<file path="config.mk">
export PLATFORM = sky130hd
export DESIGN_NAME = rename_active_list
export DESIGN_NICKNAME = d
export VERILOG_FILES = /design/src/rtl/rename_active_list.sv
export SDC_FILE = /design/constraint.sdc
export NUM_CORES = 1
export LEC_CHECK = 0
export CAP_MARGIN = 20
export CORE_MARGIN = 4
export CORE_UTILIZATION = 40
export CTS_BUF_LIST = sky130_fd_sc_hd__clkbuf_4 sky130_fd_sc_hd__clkbuf_8
export CTS_CLUSTER_DIAMETER = 120
export DETAILED_ROUTE_END_ITERATION = 8
export HOLD_SLACK_MARGIN = 0.12
export MAX_ROUTING_LAYER = met4
export SLEW_MARGIN = 20
export SYNTH_ARGS = -nofsm -noshare
export SYNTH_HDL_FRONTEND = slang
export SYNTH_SLANG_ARGS = --single-unit
</file>
<file path="constraint.sdc">
create_clock -name clk -period 3.9 [get_ports clk]
set_input_delay 0.39 -clock clk [delete_from_list [all_inputs] [get_ports clk]]
set_output_delay 0.39 -clock clk [all_outputs]
set_load 0.1 [all_outputs]
</file>
<file path="src/rtl/rename_active_list.sv">
// In-order rename active list: commit frees old_preg, flush rolls back youngest-first
// restoring the rename map and freeing new_preg.
module rename_active_list #(
    parameter int unsigned DEPTH  = 32,
    parameter int unsigned PREG_W = 6,
    parameter int unsigned AREG_W = 5,
    localparam int unsigned IDX_W = $clog2(DEPTH)
) (
    input  logic              clk,
    input  logic              rst_n,
    input  logic              alloc_valid,
    output logic              alloc_ready,
    input  logic              alloc_has_dest,
    input  logic [AREG_W-1:0] alloc_arch_rd,
    input  logic [PREG_W-1:0] alloc_old_preg,
    input  logic [PREG_W-1:0] alloc_new_preg,
    output logic [IDX_W-1:0]  alloc_idx,
    input  logic              done_valid,
    input  logic [IDX_W-1:0]  done_idx,
    input  logic              flush_valid,
    input  logic [IDX_W-1:0]  flush_idx,
    output logic              free_w_en,
    output logic [PREG_W-1:0] free_dat,
    output logic              map_restore_en,
    output logic [AREG_W-1:0] map_restore_arch,
    output logic [PREG_W-1:0] map_restore_preg,
    output logic              busy,
    output logic [IDX_W:0]    count
);

    localparam int unsigned PTR_W = IDX_W + 1;
    localparam logic [0:0] ST_RUN      = 1'b0;
    localparam logic [0:0] ST_ROLLBACK = 1'b1;

    logic [0:0]       state_q, state_nxt;
    logic [PTR_W-1:0] head_q, head_nxt, tail_q, tail_nxt, target_q, target_nxt;
    logic [PTR_W-1:0] cnt, flush_ptr;
    logic [IDX_W-1:0] head_idx, tail_idx, pop_idx, done_off, flush_off;
    logic             full, empty, alloc_fire, commit, done_occ, flush_occ, flush_acc;

    logic [DEPTH-1:0]  done_q;
    logic              has_dest_q [DEPTH];
    logic [AREG_W-1:0] arch_q     [DEPTH];
    logic [PREG_W-1:0] old_preg_q [DEPTH];
    logic [PREG_W-1:0] new_preg_q [DEPTH];

    assign head_idx  = head_q[IDX_W-1:0];
    assign tail_idx  = tail_q[IDX_W-1:0];
    assign pop_idx   = tail_idx - IDX_W'(1);
    assign cnt       = tail_q - head_q;
    assign full      = (cnt == PTR_W'(DEPTH));
    assign empty     = (cnt == '0);

    // Slot occupancy: distance from head (mod DEPTH) must fall below the occupancy count.
    assign done_off  = done_idx - head_idx;
    assign flush_off = flush_idx - head_idx;
    assign done_occ  = ({1'b0, done_off} < cnt);
    assign flush_occ = ({1'b0, flush_off} < cnt);
    assign flush_ptr = head_q + PTR_W'(flush_off) + PTR_W'(1);

    assign flush_acc   = (state_q == ST_RUN) && flush_valid && flush_occ && (flush_ptr != tail_q);
    assign commit      = (state_q == ST_RUN) && !empty && done_q[head_idx];
    assign alloc_ready = (state_q == ST_RUN) && !full && !flush_valid;
    assign alloc_fire  = alloc_valid && alloc_ready;
    assign alloc_idx   = tail_idx;
    assign count       = cnt;
    assign busy        = (state_q == ST_ROLLBACK);

    // Next-state and pointer update.
    always_comb begin
        state_nxt  = state_q;
        head_nxt   = head_q;
        tail_nxt   = tail_q;
        target_nxt = target_q;
        case (state_q)
            ST_RUN: begin
                if (commit) begin
                    head_nxt = head_q + PTR_W'(1);
                end
                if (alloc_fire) begin
                    tail_nxt = tail_q + PTR_W'(1);
                end
                if (flush_acc) begin
                    state_nxt  = ST_ROLLBACK;
                    target_nxt = flush_ptr;
                end
            end
            ST_ROLLBACK: begin
                tail_nxt = tail_q - PTR_W'(1);
                if (tail_nxt == target_q) begin
                    state_nxt = ST_RUN;
                end
            end
            default: state_nxt = ST_RUN;
        endcase
    end

    always_ff @(posedge clk or negedge rst_n) begin
        if (!rst_n) begin
            state_q  <= ST_RUN;
            head_q   <= '0;
            tail_q   <= '0;
            target_q <= '0;
        end else begin
            state_q  <= state_nxt;
            head_q   <= head_nxt;
            tail_q   <= tail_nxt;
            target_q <= target_nxt;
        end
    end

    // Done bits: cleared on allocation, set by writeback to occupied slots only.
    always_ff @(posedge clk or negedge rst_n) begin
        if (!rst_n) begin
            done_q <= '0;
        end else begin
            if (alloc_fire) begin
                done_q[tail_idx] <= 1'b0;
            end
            if (done_valid && done_occ) begin
                done_q[done_idx] <= 1'b1;
            end
        end
    end

    always_ff @(posedge clk) begin
        if (alloc_fire) begin
            has_dest_q[tail_idx] <= alloc_has_dest;
            arch_q[tail_idx]     <= alloc_arch_rd;
            old_preg_q[tail_idx] <= alloc_old_preg;
            new_preg_q[tail_idx] <= alloc_new_preg;
        end
    end

    // Free-list and map-restore pulses, one cycle after the commit/pop decision.
    always_ff @(posedge clk or negedge rst_n) begin
        if (!rst_n) begin
            free_w_en        <= 1'b0;
            free_dat         <= '0;
            map_restore_en   <= 1'b0;
            map_restore_arch <= '0;
            map_restore_preg <= '0;
        end else begin
            free_w_en      <= 1'b0;
            map_restore_en <= 1'b0;
            if (commit && has_dest_q[head_idx]) begin
                free_w_en <= 1'b1;
                free_dat  <= old_preg_q[head_idx];
            end
            if ((state_q == ST_ROLLBACK) && has_dest_q[pop_idx]) begin
                free_w_en        <= 1'b1;
                free_dat         <= new_preg_q[pop_idx];
                map_restore_en   <= 1'b1;
                map_restore_arch <= arch_q[pop_idx];
                map_restore_preg <= old_preg_q[pop_idx];
            end
        end
    end

endmodule

</file>
==> flow_summary.toml <==
[cells_and_area]
n_fill_cell = 6005
drive_gt1_share_pct = 29.1
nets = 1766
antenna_cells = 0
area_growth_pct = 15.8

[worst_setup_path]
critPathKind = "reg -> out"
worstPathRequired_ps = 3510
cp.arrival_ps = 3340
cp-end-kind = "output pin"
crit_fanout = 10
startpoint_type = "flop"
rrSetupSlack_ps = 390

[placed_design]
hpwlAfterDp_mm = 44.3
preCtsSetupSlack_ps = 87.2
portBuffers = 64
gp_congestion = 0.818

[sta]
tightest_slew_ps = 1100
period_share_pct = 95.6
setup-violations-final = 0
fmax_mhz = 268
maxSlewHeadroom_pct = 26.3
slew_violations = 0
worst_slack_ps = 172
finalHoldViolations = 0
finClkSkew_ps = 50.1
period_needed_ps = 3730
rsz0062_at_grt = "false"

[global_route]
grtUsageTotal_pct = 21.0
grt_antenna_before_repair = 0
first_global_vias = 16300
grt_max_degree = 75
grt_overflow = 0
grt_pass1_wl_mm = 112

[pwr]
swShare_pct = 40.2
pwr-share-comb_pct = 51.4
pwr-share-clk_pct = 19.8
seq_power_share_pct = 28.8
intPower_w = 0.0172
leakagePower_nw = 11.0
ir_drop_mv = 1.12
power.density_nw_per_um2 = 874
switching_power_w = 0.0115
power.total_w = 0.0287

[drt]
routed_wl_mm = 76.2
first_pass_iters = 5
vias = 15600
antenna_left = 0
routedWlPerCell_microns = 28.0
vias_per_cell = 5.74
drc = 0
drt_iter0_drc = 1706

[clock_tree]
cts_tree = "built"
clk_pin_slew_ps = 70
htreeDepth = 3
clockBufferDepth = 3
clock_sinks = 646
numCtsBuffers = 103
clock_latency_ps = 700
root_buffer = "clkbuf_8"

[synth]
synth_fa_ha_area_share_pct = 1.65
ys_seq_area_share_pct = 67.1
synth_compound_area_share_pct = 4.11
synth_edf_count = 576
synth_top_family_by_area = "multiplexers"
synth-async-reset-ratio_pct = 10.8
synthFlopType = "edfxtp_1"
synth_cell_type_count = 66
syn_avg_cell_area_sq_um = 18.3
synthXorXnorAreaFrac_pct = 1.34
synth_nets = 1617
synth_simple_gate_area_share_pct = 3.19
ys.warnings.count = 0
synth_seq_cells = 646
muxShareOfSynthArea_pct = 20.3
synthesis.area_sq_um = 28400
synth_cells = 1549

[worst_hold_path]
hold_class = "in -> reg"

[flow_run]
drv_cap = 0

[floorplanning]
ioPinCount = 65
die_y_microns = 274
core_area_sq_um = 70100
start_util_pct = 40.5
placementRows = 97
die-area_sq_um = 75300
chipWidth_microns = 274

[outcome]
status = "finished, final reports clean"
[cell usage in the layout, fill, tap and decap left out, types with 12 or more instances in the layout]
master / Yosys / final
mux4_2: 187 / 187
inv_1: 50 / 31
clkbuf_4: 0 / 37
o21ai_0: 27 / 26
nand3_1: 54 / 54
o21ai_1: 11 / 12
nand2_1: 27 / 27
clkinv_1: 1 / 28
clkinvlp_4: 0 / 20
mux2i_1: 148 / 148
clkbuf_8: 0 / 108
dfrtp_1: 70 / 68
edfxtp_1: 576 / 576
nor2_1: 45 / 24
a22o_1: 16 / 16
xnor2_1: 27 / 25
nor2_4: 0 / 14
ha_1: 31 / 28
buf_4: 13 / 61
buf_12: 0 / 16
a22oi_1: 51 / 51
clkdlybuf4s50_1: 0 / 47
[stage by stage]
stage / cell area [sq um] / util (%) / hold WS [ps] / instances / TNS [ps]
2_1_floorplan: 28800 / - / 94.4 / 1549 / -43.1
3_3_place_gp: 30900 / 44.0 / 474 / 2532 / 0
3_5_place_dp: 30900 / 44.0 / 475 / 2532 / 0
4_1_cts: 32900 / 46.9 / 427 / 2724 / 0
5_1_grt: 32900 / 46.9 / 211 / 2724 / 0
6_report: 32900 / 46.9 / 219 / 2724 / 0
[kinds of logic (layout without fill, tap and decap cells)]
kind of cell	count (synthesis)	after routing
adder cells (fa/ha/maj)	35	35
XOR/XNOR	41	41
flip-flops	646	646
buffers and inverters	144	379
AO/OA/AOI/OAI	161	161
multiplexers	342	342
AND/OR/NAND/NOR	180	180
[path summary, 6_finish.rpt]
path	start	end	depth (start not counted)
worst max-delay path	tail_q[0]	alloc_ready	11
worst max register to register	tail_q[0]	old_preg_q[17][3]	12
worst min register to register	map_restore_arch[2]	map_restore_arch[2]	2
worst min-delay path	alloc_arch_rd[3]	arch_q[22][3]	1
min in group asynchronous	rst_n	tail_q[0]	2
max in group asynchronous	rst_n	map_restore_arch[2]	2
[registers in the layout (all words and copies together), names as in the netlist, 5 cells and up]
register,cells
map_restore_preg,6
old_preg_q,192
head_q,6
map_restore_arch,5
done_q,32
free_dat,6
target_q,6
tail_q,6
new_preg_q,192
has_dest_q,32
arch_q,160
[critical path, cell delays in order (launching register included)]
cell	delay (ps)
dfrtp_4	560
inv_8	70
ha_4	160
fa_2	370
nand2b_4	160
a21oi_4	190
xor2_4	90
buf_4	160
nor3_2	400
buf_4	240
a21boi_4	60
buf_12	160
[final cells by class]
cell class / instances / area [sq um] / area share [%]
Clock buffer: 145 / 1760 / 5.37
Inverter: 53 / 270 / 0.822
Timing Repair Buffer: 135 / 1320 / 4.00
Tap cell: 940 / 1180 / 3.58
Multi-Input combinational cell: 759 / 9020 / 27.4
Sequential cell: 646 / 19100 / 58.0
Clock inverter: 46 / 272 / 0.826
[cells in the mapped netlist (4+ instances only)]
master,number,area (sq um)
nor2_1,45,169
clkbuf_1,36,135
buf_4,13,97.6
nor3b_1,4,30.0
fa_1,4,80.1
nand3_1,54,270
nand3b_1,4,30.0
xor2_1,12,105
a22oi_1,51,383
a22o_1,16,140
nand2_1,27,101
dfrtp_1,70,1750
a21o_1,11,82.6
a21oi_1,10,50.1
mux4_2,187,4210
nor3_1,7,35.0
buf_1,9,33.8
nand4_1,9,56.3
mux2_2,7,78.8
inv_1,50,188
and2_1,5,31.3
ha_1,31,388
o2bb2ai_1,8,70.1
xnor2_1,27,236
o21ai_0,27,135
nand2b_1,6,37.5
mux2i_1,148,1480
o21ai_1,11,55.1
edfxtp_1,576,17300
buf_2,30,150
[power by group through the flow]
stage	registers [W]	logic, W	clock network, W
finish	0.00828	0.0148	0.00570
CTS	0.00828	0.0149	0.00583
detailed placement	0.00842	0.0149	0
floorplan	0.00905	0.00992	0
global route	0.00832	0.0157	0.00617
global placement	0.00841	0.0147	0
[repair_timing]
item / CTS / global route
setup buffers: 0 / 0
resized for setup: 1 / 1
endpoints found under the hold margin: 70 / 0
setup endpoints to repair: 1 / 1
hold buffers: 1 / 0
[routing by layer]
metal	up-vias	wire length, microns	GRT usage (%)
met5	-	0	-
met4	0	1880	6.12
met3	131	4870	3.05
met2	594	38600	34.8
met1	8290	30800	27.3
li1	6627	-	-
Power figures use the tool's default switching activity.
